## config.mk

```make
export PLATFORM = sky130hd
export DESIGN_NAME = video_pattern_gen
export DESIGN_NICKNAME = d
export VERILOG_FILES = /design/src/rtl/video_pattern_gen_pkg.sv /design/src/rtl/video_pattern_gen_pattern_pixel_calc.sv /design/src/rtl/video_pattern_gen.sv
export SDC_FILE = /design/constraint.sdc
export NUM_CORES = 1
export LEC_CHECK = 0
export BUFFER_PORTS_ARGS = -buffer_cell sky130_fd_sc_hd__buf_2
export CELL_PAD_IN_SITES_DETAIL_PLACEMENT = 1
export CELL_PAD_IN_SITES_GLOBAL_PLACEMENT = 1
export CORE_ASPECT_RATIO = 0.8
export CORE_MARGIN = 5
export CORE_UTILIZATION = 30
export CTS_CLUSTER_SIZE = 24
export DETAILED_ROUTE_END_ITERATION = 16
export PLACE_DENSITY_LB_ADDON = 0.1
export SETUP_SLACK_MARGIN = 0.2
export SYNTH_ARGS = -nofsm -noshare
export SYNTH_HDL_FRONTEND = slang
export SYNTH_SLANG_ARGS = --single-unit
export TNS_END_PERCENT = 20
```

## constraint.sdc

```tcl
create_clock -name clk -period 2.2 [get_ports clk]
set_input_delay 0.22 -clock clk [delete_from_list [all_inputs] [get_ports clk]]
set_output_delay 0.22 -clock clk [all_outputs]
set_load 0.05 [all_outputs]
```

## src/rtl/video_pattern_gen_pkg.sv

```systemverilog
// Shared definitions for the video pattern generator: FSM encoding,
// pattern codes, register addresses and colour-bar palette.
package video_pattern_gen_pkg;

  typedef enum logic [1:0] {
    ST_IDLE   = 2'd0,
    ST_STREAM = 2'd1,
    ST_DONE   = 2'd2
  } state_t;

  typedef enum logic [1:0] {
    PAT_SOLID    = 2'd0,
    PAT_BARS     = 2'd1,
    PAT_GRADIENT = 2'd2,
    PAT_CHECKER  = 2'd3
  } pattern_t;

  localparam logic [1:0] ADDR_CTRL    = 2'd0;
  localparam logic [1:0] ADDR_PATTERN = 2'd1;
  localparam logic [1:0] ADDR_COLOR   = 2'd2;
  localparam logic [1:0] ADDR_STATUS  = 2'd3;

  // RGB565 bar colours, left to right
  localparam logic [15:0] BAR_COLOR_0 = 16'hFFFF;  // white
  localparam logic [15:0] BAR_COLOR_1 = 16'hFFE0;  // yellow
  localparam logic [15:0] BAR_COLOR_2 = 16'h07FF;  // cyan
  localparam logic [15:0] BAR_COLOR_3 = 16'h07E0;  // green
  localparam logic [15:0] BAR_COLOR_4 = 16'hF81F;  // magenta
  localparam logic [15:0] BAR_COLOR_5 = 16'hF800;  // red
  localparam logic [15:0] BAR_COLOR_6 = 16'h001F;  // blue
  localparam logic [15:0] BAR_COLOR_7 = 16'h0000;  // black

  function automatic logic [15:0] bar_color(input logic [2:0] idx);
    case (idx)
      3'd0:    return BAR_COLOR_0;
      3'd1:    return BAR_COLOR_1;
      3'd2:    return BAR_COLOR_2;
      3'd3:    return BAR_COLOR_3;
      3'd4:    return BAR_COLOR_4;
      3'd5:    return BAR_COLOR_5;
      3'd6:    return BAR_COLOR_6;
      default: return BAR_COLOR_7;
    endcase
  endfunction

endpackage

```

## src/rtl/video_pattern_gen_pattern_pixel_calc.sv

```systemverilog
// Combinational pixel colour for the current raster position.
// Only the low byte of each coordinate matters to any pattern.
module pattern_pixel_calc
  import video_pattern_gen_pkg::*;
(
  input  logic [1:0]  pattern,
  input  logic [7:0]  x,
  input  logic [7:0]  y,
  input  logic [2:0]  bar_idx,
  input  logic [15:0] color,
  output logic [15:0] pixel
);

  logic unused_coord_bits;
  assign unused_coord_bits = ^{x[2:0], y[1:0]};

  // Select the colour of the requested pattern
  always_comb begin
    pixel = 16'h0000;
    case (pattern_t'(pattern))
      PAT_SOLID:    pixel = color;
      PAT_BARS:     pixel = bar_color(bar_idx);
      PAT_GRADIENT: pixel = {x[7:3], y[7:2], ~x[7:3]};
      PAT_CHECKER:  pixel = (x[4] ^ y[4]) ? color : 16'h0000;
      default:      pixel = 16'h0000;
    endcase
  end

endmodule

```

## src/rtl/video_pattern_gen.sv

```systemverilog
// Avalon-MM configured test pattern source streaming RGB565 frames
// over Avalon-ST (ready latency 0).
//
// state     | meaning
// ST_IDLE   | waiting for enable, no output
// ST_STREAM | emitting pixels of one frame in raster order
// ST_DONE   | one-cycle gap after the last pixel, decides next frame
module video_pattern_gen
  import video_pattern_gen_pkg::*;
#(
  parameter int WIDTH  = 320,
  parameter int HEIGHT = 240
) (
  input  logic        clk,
  input  logic        reset,
  input  logic        chipselect,
  input  logic [1:0]  address,
  input  logic        write,
  input  logic [31:0] writedata,
  input  logic        read,
  output logic [31:0] readdata,
  output logic        source_valid_out,
  input  logic        source_ready_in,
  output logic [15:0] source_data_out,
  output logic        source_startofpacket_out,
  output logic        source_endofpacket_out
);

  localparam int XW      = $clog2(WIDTH);
  localparam int YW      = $clog2(HEIGHT);
  localparam int BAR_LEN = WIDTH / 8;
  localparam int BW      = (BAR_LEN > 1) ? $clog2(BAR_LEN) : 1;

  state_t      state_q, state_d;
  logic [XW-1:0] x_q;
  logic [YW-1:0] y_q;
  logic [BW-1:0] bar_cnt_q;
  logic [2:0]    bar_idx_q;

  logic        enable_q, single_shot_q;
  logic [1:0]  pattern_sel_q;
  logic [15:0] solid_color_q;
  logic [1:0]  pattern_lat_q;
  logic [15:0] color_lat_q;
  logic [15:0] frame_count_q;
  logic [31:0] readdata_q;
  logic [31:0] rd_mux;

  logic        busy;
  logic        xfer, last_x, last_y, last_bar_px, eop_xfer, start_frame;
  logic        mm_write;
  logic [15:0] pixel;

  logic unused_wdata;
  assign unused_wdata = ^writedata[31:16];

  assign mm_write    = chipselect & write;
  assign xfer        = source_valid_out & source_ready_in;
  assign last_x      = (x_q == XW'(WIDTH - 1));
  assign last_y      = (y_q == YW'(HEIGHT - 1));
  assign last_bar_px = (bar_cnt_q == BW'(BAR_LEN - 1));
  assign eop_xfer    = xfer & last_x & last_y;
  assign start_frame = (state_q != ST_STREAM) && (state_d == ST_STREAM);

  // FSM state register
  always_ff @(posedge clk) begin
    if (!reset) state_q <= ST_IDLE;
    else        state_q <= state_d;
  end

  // FSM next-state decision
  always_comb begin
    state_d = state_q;
    case (state_q)
      ST_IDLE:   if (enable_q) state_d = ST_STREAM;
      ST_STREAM: if (eop_xfer) state_d = ST_DONE;
      ST_DONE: begin
        if (single_shot_q)  state_d = ST_IDLE;
        else if (enable_q)  state_d = ST_STREAM;
        else                state_d = ST_IDLE;
      end
      default:   state_d = ST_IDLE;
    endcase
  end

  // FSM outputs; pixel fields derive from held counters so they stay stable under backpressure
  always_comb begin
    source_valid_out         = (state_q == ST_STREAM);
    busy                     = (state_q != ST_IDLE);
    source_startofpacket_out = source_valid_out && (x_q == '0) && (y_q == '0);
    source_endofpacket_out   = source_valid_out && last_x && last_y;
    source_data_out          = source_valid_out ? pixel : 16'h0000;
  end

  // Raster and bar counters plus per-frame configuration snapshot
  always_ff @(posedge clk) begin
    if (!reset) begin
      x_q           <= '0;
      y_q           <= '0;
      bar_cnt_q     <= '0;
      bar_idx_q     <= '0;
      pattern_lat_q <= '0;
      color_lat_q   <= '0;
    end else if (start_frame) begin
      x_q           <= '0;
      y_q           <= '0;
      bar_cnt_q     <= '0;
      bar_idx_q     <= '0;
      pattern_lat_q <= pattern_sel_q;
      color_lat_q   <= solid_color_q;
    end else if (xfer) begin
      if (last_x) begin
        x_q       <= '0;
        bar_cnt_q <= '0;
        bar_idx_q <= '0;
        y_q       <= last_y ? '0 : y_q + 1'b1;
      end else begin
        x_q <= x_q + 1'b1;
        if (last_bar_px) begin
          bar_cnt_q <= '0;
          bar_idx_q <= bar_idx_q + 1'b1;
        end else begin
          bar_cnt_q <= bar_cnt_q + 1'b1;
        end
      end
    end
  end

  // Writable control registers; a finished single-shot frame disarms the control register
  always_ff @(posedge clk) begin
    if (!reset) begin
      enable_q      <= 1'b0;
      single_shot_q <= 1'b0;
      pattern_sel_q <= '0;
      solid_color_q <= '0;
    end else begin
      if (state_q == ST_DONE && single_shot_q) begin
        enable_q      <= 1'b0;
        single_shot_q <= 1'b0;
      end
      if (mm_write) begin
        case (address)
          ADDR_CTRL: begin
            enable_q      <= writedata[0];
            single_shot_q <= writedata[1];
          end
          ADDR_PATTERN: pattern_sel_q <= writedata[1:0];
          ADDR_COLOR:   solid_color_q <= writedata[15:0];
          default: ;
        endcase
      end
    end
  end

  // Completed-frame counter, wraps naturally at 16 bits
  always_ff @(posedge clk) begin
    if (!reset)        frame_count_q <= '0;
    else if (eop_xfer) frame_count_q <= frame_count_q + 1'b1;
  end

  // Read-back multiplexer
  always_comb begin
    rd_mux = 32'h0;
    case (address)
      ADDR_CTRL:    rd_mux = {30'b0, single_shot_q, enable_q};
      ADDR_PATTERN: rd_mux = {30'b0, pattern_sel_q};
      ADDR_COLOR:   rd_mux = {16'b0, solid_color_q};
      ADDR_STATUS:  rd_mux = {15'b0, busy, frame_count_q};
      default:      rd_mux = 32'h0;
    endcase
  end

  // Registered read data, one cycle after the read strobe
  always_ff @(posedge clk) begin
    if (!reset)                 readdata_q <= '0;
    else if (chipselect & read) readdata_q <= rd_mux;
  end

  assign readdata = readdata_q;

  pattern_pixel_calc u_pixel_calc (
    .pattern (pattern_lat_q),
    .x       (8'(x_q)),
    .y       (8'(y_q)),
    .bar_idx (bar_idx_q),
    .color   (color_lat_q),
    .pixel   (pixel)
  );

endmodule

```

; Word level (Yosys, flattened, before mapping)
; Cells that the tools add are included.
[op_classes]
n_reduce_logical = 19
add_sub_neg = 5
eq_ne = 19
bitwise_logic = 8
muxes = 22
[op_table]
columns = cell, n
row1 = $pmux W32 S4, 1
row2 = $pmux W16 S7, 1
row3 = $pmux W16 S4, 1
row4 = $mux W16, 2
row5 = $add A16 B1 Y16 const B, 1
row6 = $mux W6, 2
row7 = $eq A2 B2 Y1 const B, 5
row8 = $add A9 B1 Y9 const B, 1
row9 = $eq A3 B3 Y1 const B, 3
row10 = $eq A9 B9 Y1 const B, 1
row11 = $logic_not A9 Y1, 1
row12 = $mux W9, 1
row13 = $add A8 B1 Y8 const B, 1
row14 = $eq A2 B1 Y1 const B, 4
row15 = $eq A8 B8 Y1 const B, 1
row16 = $logic_not A8 Y1, 1
row17 = $mux W1, 8
row18 = $mux W8, 1
row19 = $reduce_and A2 Y1, 4
row20 = $add A6 B1 Y6 const B, 1
row21 = $eq A3 B2 Y1 const B, 2
row22 = $eq A6 B6 Y1 const B, 1
row23 = $logic_and A1 B1 Y1, 6
row24 = $logic_not A2 Y1, 3
row25 = 13 further kinds, 20
[totals]
inputBits = 40
reg_bits = 114

; Logic depth before layout (Yosys ltp)
; Gate-level depths: netlist of the first run.
[logic_depth]
word_depth = 9
ltp_mapped = 8

; Hierarchy
; A second synthesis of the first run with hierarchy kept.
[unflattened]
hier_cells = 632
area_unflattened_um2 = 5089.9
[modules_own_cells]
columns = module, area_per_inst_um2, n_inst, cells_each
row1 = video_pattern_gen, 4596.9, 1, 556
row2 = pattern_pixel_calc, 493.0, 1, 76

; Worst setup path before layout of the first run
; No wires, ideal clock.
[synth_path]
path_type = register to output
from = register y_q[0]
to = output source_endofpacket_out
setup_slack_ns = -0.108
required_ns = 1.980
arrival_ns = 2.088
stages_incl_launch_ff = 6
cell_sequence = dfxtp_1 -> ha_1 -> and3_1 -> clkbuf_1 -> nand2_1 -> nor3_1
[synth_between]
elab_chain_len = 2
[synth_rtl]
columns = element, line_no
row1 = start: declaration, video_pattern_gen.sv:36  ; logic [YW-1:0] y_q;
row2 = start signal: assignment, video_pattern_gen.sv:116  ; y_q <= last_y ? '0 : y_q + 1'b1;
row3 = $eq A8 B8 Y1, video_pattern_gen.sv:60  ; assign last_y = (y_q == YW'(HEIGHT - 1));
row4 = $logic_and A1 B1 Y1, video_pattern_gen.sv:91  ; source_endofpacket_out = source_valid_out && last_x && last_y;
row5 = end: declaration, video_pattern_gen.sv:26  ; output logic source_endofpacket_out
; No other way between the ends.

; Worst setup path in the final report of the first run
[layout_path]
from = register bar_idx_q[1]
to = output source_data_out[9]
[layout_between]
elab_chain_len = 4
elab_cells_between_ends = 10
classes_between = eq/ne (6) / mux (3) / reduce/logical (1)
[layout_rtl]
columns = element, line_no
row1 = start: declaration, video_pattern_gen.sv:38  ; logic [2:0] bar_idx_q;
row2 = start signal: assignment, video_pattern_gen.sv:121  ; bar_idx_q <= bar_idx_q + 1'b1;
row3 = "$eq A3 B3 Y1, or another cell as far along", video_pattern_gen_pkg.sv:34  ; case (idx)
row4 = $pmux W16 S7 *, video_pattern_gen_pkg.sv:34
row5 = $pmux W16 S4 *, video_pattern_gen_pattern_pixel_calc.sv:20  ; case (pattern_t'(pattern))
row6 = $mux W16 *, video_pattern_gen.sv:92  ; source_data_out = source_valid_out ? pixel : 16'h0000;
row7 = end: declaration, video_pattern_gen.sv:24  ; output logic [15:0] source_data_out,
; Every way passes the cells marked *; elsewhere a longest branch is shown, timed or not.

==> summary.txt, run 1 <==
Run
  • Max-cap violations: 0

Drt
  • Vias per cell: roughly 5.1
  • DR iter-0 viols: 230
  • WL/cell: approximately 18 um
  • DRT Pass-1 Iters: 4
  • Final ANT Viol Nets: 0
  • # DRC: 0
  • Final wirelength: 15.9 mm
  • Total number of vias: about 4500

STA
  • Worst slew margin: between 40 and 50%
  • Slew @ Worst Pin: about 760 ps
  • Unrepaired setup endpoints after global routing: true
  • Final Max Slew Viols: 0
  • Final setup fails: 6
  • Fmax: ~0.42 GHz
  • Period utilisation layout: 109%
  • Fin crit period: between 2000 and 2500 ps
  • Setup WS post-layout: -203 ps
  • Skew final: approximately 14 ps
  • Endpoints failing hold: 0

Pwr
  • Sequential share of power: roughly 49%
  • Clk pwr share: between 40% and 50%
  • Psw: approximately 880 uW
  • Sw Ratio: between 20% and 30%
  • Comb power frac: about 5.6%
  • Pwr Density: 592 nW/um2
  • IR drop worst, VDD: roughly 320 uV
  • Leakage: 0.00224 uW
  • Cell-internal power: about 2800 uW

Hold path
  • Hold Startpoint: writedata[3]
  • Worst hold path type: in -> reg
  • Worst Hold Depth: 3

Finish
  • Area Growth Syn to Fin: 27.5%
  • Antenna cells: 0
  • Design Area, Final: around 6200 um2
  • Fin nets: ~720
  • Ratio of cells with drive above 1 in the final layout: between 20% and 30%
  • Post-route insts no fill: between 800 and 900
  • Post-layout util: 39.1%

Clock tree
  • Clk buf depth: 2
  • TritonCTS clock tree: done
  • Clock Latency Late Sink: roughly 360 ps
  • Cts hold-fix bufs: 0
  • Number of CTS-inserted buffers: 9
  • Clock slew at reported path FFs: 70 ps
  • Total clock sinks: 99
  • # H-tree levels: 3
  • Clock root buffer: clkbuf_16

Worst setup path
  • Worst r2r path cells: 4
  • CP startpoint kind: flip-flop
  • Element type at the critical path end: output port
  • Worst setup path start: bar_idx_q[1]
  • Critical path class: reg -> out
  • Crit path DAT: 2180 ps
  • Max FO, Critical Path: 6
  • RR Startpoint: x_q[8]
  • Critical Path RT: 1980 ps

Placement
  • GP Congestion: about 0.83
  • Placed inst area: between 5000 and 6000 um2
  • PortBufs: 59
  • Dpl cells: 870
  • Post-DP HPWL: 12.1 mm

GRT
  • Largest net degree at the start of global routing: around 70
  • Total GRT Usage: 17.0%
  • First-pass GRT wire length: ~26 mm
  • Initial antenna violation count: 0
  • Vias in the first global route: approximately 4700
  • GRT overflow: 0

Logic synthesis
  • Post-synth top cells: dfxtp_1 (99), nand2_1 (98), a21oi_1 (76)
  • Synth top area cells: dfxtp_1 (41%), a21oi_1 (7.8%), nand2_1 (7.6%), nor2_1 (4.3%), mux2i_1 (3.7%)
  • Synth Flop Type: dfxtp_1
  • Count leader, synth: dfxtp_1
  • Post-synth EDFFs: 0
  • Post-synthesis sequential area ratio: between 40 and 50%
  • Mean area per synthesized cell: 8.02 um2
  • Seq cells post-synth: just under 100
  • Yosys top cell area share: approximately two fifths
  • Post-Synthesis Cells: 605
  • Synth async-reset ratio: 0%
  • Area leader, netlist: dfxtp_1
  • Synth unique cells: 50
  • Mapped Area: between 4000 and 5000 um2
  • Synth warnings: 0

Floorplan
  • Die X: about 150 um
  • CORE AREA: between 15000 and 20000 um2
  • Row count: ~40
  • Height of the die: around 120 um
  • Starting Density: 30.7%
  • Die area: 18800 um2
  • IO Count: just over 90

Run status
  • Outcome: complete, but fails checks
  • Failing checks: setup timing
path summary, 6_finish.rpt:
kind,to,slack [ps]
worst max register to register,y_q[7],260
worst min register to register,readdata[1],460
worst min-delay path,solid_color_q[3],110
worst max-delay path,source_data_out[9],-200
metal layers:
| metal | wire length (um) | GRT usage [%] |
|---|---|---|
| met5 | 0 | 0 |
| met1 | 8100 | 23.8 |
| met3 | 398 | 3.65 |
| met4 | 153 | 4.10 |
| met2 | 7260 | 27.0 |
stage by stage:
step / total power, uW / hold slack [ps] / worst slack, ps / TNS (ps)
4_1_cts: 3710 / 105 / -236 / -1280
3_5_place_dp: 2060 / 452 / -209 / -1050
5_1_grt: 3780 / 117 / -275 / -1540
2_1_floorplan: 2010 / 356 / 37.8 / 0
6_report: 3660 / 110 / -203 / -1030
3_3_place_gp: 2050 / 446 / -49.7 / -263
registers in the layout, summed over array words and instances, names as in the netlist, 2 cells and up:
register and flops:
bar_cnt_q 6, readdata 17, pattern_lat_q 2, pattern_sel_q 2, y_q 8, frame_count_q 16
state_q 2, color_lat_q 16, solid_color_q 16, x_q 9, bar_idx_q 3
power groups by stage:
stage / registers [uW] / logic, uW / clock network [uW]
after global placement: 1850 / 202 / 0
after CTS: 1810 / 204 / 1700
after detailed placement: 1850 / 202 / 0
after floorplan: 1850 / 162 / 0
after global routing: 1810 / 222 / 1760
final: 1810 / 204 / 1650
final cells by class:
| cell class | instances | area [um2] |
|---|---|---|
| fill | 1914 | 9620 |
| multi-input combinational | 447 | 2870 |
| sequential | 99 | 2010 |
| timing repair buffer | 91 | 657 |
| tap | 215 | 269 |
| clock buffer | 12 | 256 |
| inverter | 19 | 73.8 |
| clock inverter | 4 | 48.8 |
cell usage in the layout (no fill, tap or decap), drive strengths merged, types with 6 or more instances in the layout:
cell type   n
or4        15
o21ai      15
xnor2       8
nand4      13
o31ai      13
mux2i      18
nand2      98
ha         11
buf        91
clkbuf     12
nand3      21
xor2        8
conb       15
nor2       56
a21oi      76
nand2b      8
inv        19
dfxtp      99
a22o        6
logic make-up after synthesis:
family	after synthesis	share of synthesized area, %
simple gates	254	25.8
compound gates	131	15.8
flops	99	40.9
buf+inv	73	7.07
mux	20	4.64
xor+xnor	16	2.89
fa+ha+maj	11	2.84
other cells	1	0.0773
critical path, cell delays in order (launching register included):
cell       delay (ps)
dfxtp_2           330
buf_6             120
ha_4              160
ha_4              150
a2111o_1          400
o2111ai_4         160
o21ai_1           140
a22o_1            210
buf_6             150
timing repair:
item                       CTS  global route
resized for setup           76            40
pin swaps                   15            17
setup endpoints to repair   30            34
setup buffers                0             1
cloned                       0             0
No activity file was read; power rests on OpenSTA's default activity.
==> inputs of run 2 (changes only) <==
--- a/config.mk
+++ b/config.mk
@@ -13,7 +13,7 @@
 export CORE_UTILIZATION = 30
 export CTS_CLUSTER_SIZE = 24
 export DETAILED_ROUTE_END_ITERATION = 16
-export PLACE_DENSITY_LB_ADDON = 0.1
+export PLACE_DENSITY_LB_ADDON = 0.25
 export SETUP_SLACK_MARGIN = 0.2
 export SYNTH_ARGS = -nofsm -noshare
 export SYNTH_HDL_FRONTEND = slang
==> run 2 against run 1 <==
- combinational power about the same
- fmax grew 0.67%
- global-route usage decreased by 0.35 points
- highest routed layer unchanged
- first-iteration DRC count is 21% lower
- the run still ends with setup timing left
- largest cell class unchanged
- power decreased by 3.7%
- utilization is 0.20 points lower
- critical endpoint is now source_data_out[7]
- critical path type unchanged
- largest power group unchanged
==> summary.txt, run 2 (same netlist as run 1, synthesis figures left out) <==
Clock tree
  • # H-tree levels: 3 (unchanged)
  • Number of CTS-inserted buffers: 9 (unchanged)
  • Clock Latency Late Sink: 360 ps (about the same)
  • Clock slew at reported path FFs: 70 ps (about the same)
  • Clock root buffer: clkbuf_16
  • TritonCTS clock tree: done
  • Clk buf depth: 2 (unchanged)
  • Cts hold-fix bufs: 0 (unchanged)
  • Total clock sinks: 99 (unchanged)

STA
  • Period utilisation layout: 108% (-0.73 points)
  • Fmax: 0.419 GHz (+0.67%)
  • Worst slew margin: 50.8% (+1.5 points)
  • Endpoints failing hold: 0 (unchanged)
  • Setup WS post-layout: -187 ps (+16.0 ps)
  • Skew final: 8.81 ps (-4.73 ps)
  • Slew @ Worst Pin: 738 ps (-22.3 ps)
  • Fin crit period: 2390 ps (-16.0 ps)
  • Unrepaired setup endpoints after global routing: true
  • Final Max Slew Viols: 0 (unchanged)
  • Final setup fails: 6 (unchanged)

Drt
  • DR iter-0 viols: 181 (-21%)
  • Final wirelength: 15.5 mm (-2.4%)
  • DRT Pass-1 Iters: 4 (unchanged)
  • Vias per cell: 5.15 (+1.2%)
  • # DRC: 0 (unchanged)
  • Total number of vias: 4562 (+1.0%)
  • WL/cell: 17.5 um (-2.3%)
  • Final ANT Viol Nets: 0 (unchanged)

Finish
  • Most frequent cells in the layout: nand2_1 (96), dfxtp_1 (81), a21oi_1 (76), nor2_1 (52), buf_2 (41)
  • Ratio of cells with drive above 1 in the final layout: 24.6% (-0.71 points)
  • Antenna cells: 0 (unchanged)
  • Area Growth Syn to Fin: 26.9%
  • Number of flip-flops in the largest register: 17 (unchanged)
  • Most common cell after layout, fill and taps aside: nand2_1
  • Fin nets: 717 (-0.14%)
  • Post-layout util: 38.9% (-0.20 points)
  • Post-route insts no fill: 886 (-0.11%)
  • Design Area, Final: 6150 um2 (-0.51%)
  • Filler cells: 1891 (-1.2%)

Floorplan
  • IO Count: 91 (unchanged)
  • Die X: 152 um (unchanged)
  • CORE AREA: 15800 um2 (unchanged)
  • Die area: 18800 um2 (unchanged)
  • Starting Density: 30.7% (unchanged)
  • Row count: 41 (unchanged)
  • Height of the die: 124 um (unchanged)

Run status
  • Outcome: complete, but fails checks
  • Failing checks: setup timing

Placement
  • Dpl cells: 869 (-0.11%)
  • PortBufs: 59 (unchanged)
  • Post-DP HPWL: 11.6 mm (-4.0%)
  • Placed inst area: 5450 um2 (-0.14%)
  • GP Congestion: 0.817 (-1.8%)

GRT
  • Initial antenna violation count: 0 (unchanged)
  • GRT overflow: 0 (unchanged)
  • Largest net degree at the start of global routing: 72 (unchanged)
  • Vias in the first global route: 4724 (+1.1%)
  • Total GRT Usage: 16.7% (-0.35 points)
  • First-pass GRT wire length: 25.0 mm (-2.2%)

Worst setup path
  • CP Cell Sequence: buf_6, ha_4, ha_4, a2111o_1, o2111ai_4, o21ai_1, a22o_1, buf_6
  • Element type at the critical path end: output port
  • CP peak stage delay: 400 ps (about the same)
  • Worst r2r path cells: 7 (+3)
  • Max FO, Critical Path: 6 (unchanged)
  • Crit path DAT: 2170 ps (about the same)
  • Crit-path slowest cell: a2111o_1
  • Critical Path RT: 1980 ps (about the same)
  • Critical path class: reg -> out
  • CP startpoint kind: flip-flop

Hold path
  • Worst Hold Depth: 3 (unchanged)
  • Worst hold path type: in -> reg

Pwr
  • Leakage: 0.00222 uW (-1.1%)
  • IR drop worst, VDD: 270 uV (-15%)
  • Pwr Density: 573 nW/um2 (-3.2%)
  • Final Power: 3530 uW (-3.7%)

Run
  • Max-cap violations: 0 (unchanged)
[run 2: worst paths after layout]
check	startpoint	end	slack, ps
hold reg to reg	readdata[1]	readdata[1]	460
setup reg to reg	x_q[0]	frame_count_q[8]	250
hold / removal	writedata[11]	solid_color_q[11]	100
setup / recovery	bar_idx_q[1]	source_data_out[7]	-190
[run 2: critical path: cells and delay by family, from the launching register on]
| family | cells | cell delay [ps] |
|---|---|---|
| AOI/OAI and AO/OA | 4 | 890 |
| DFF | 1 | 330 |
| adders and majority gates | 2 | 310 |
| buffers and inverters | 2 | 280 |
[run 2: layout make-up]
type / instances / area, um2 / area share (%)
Inverter: 19 / 73.8 / 1.20
Tap cell: 215 / 269 / 4.37
Multi-Input combinational cell: 447 / 2870 / 46.6
Clock inverter: 3 / 23.8 / 0.386
Clock buffer: 13 / 250 / 4.07
Timing Repair Buffer: 90 / 649 / 10.6
Sequential cell: 99 / 2020 / 32.8
[run 2: report_power, final]
part	internal (uW)	switching [uW]
sequential	1790	10.8
combinational	46.2	157
clock	803	718
[run 2: stage by stage]
step                hold slack [ps]  TNS (ps)  worst slack [ps]
CTS                            94.2     -1000              -172
floorplan                       356         0              37.8
finish                          104     -1040              -187
detailed placement              454      -884              -161
global route                   94.7     -1450              -267
global placement                441      -186             -34.2
[run 2: timing repair]
item / 4_1_cts / 5_1_grt
hold endpoints to repair: 0 / 0
gates resized for setup: 66 / 55
pin swaps: 11 / 10
endpoints found under the setup margin: 24 / 42
buffers inserted: 1 / 0
[run 2: metal layers]
metal	part of all wire, %	track usage, %	up-vias
li1	-	-	2210
met1	46	20.7	2284
met2	49	29.1	60
met3	3.8	4.83	8
met4	0.77	3.54	0
met5	0	0	-
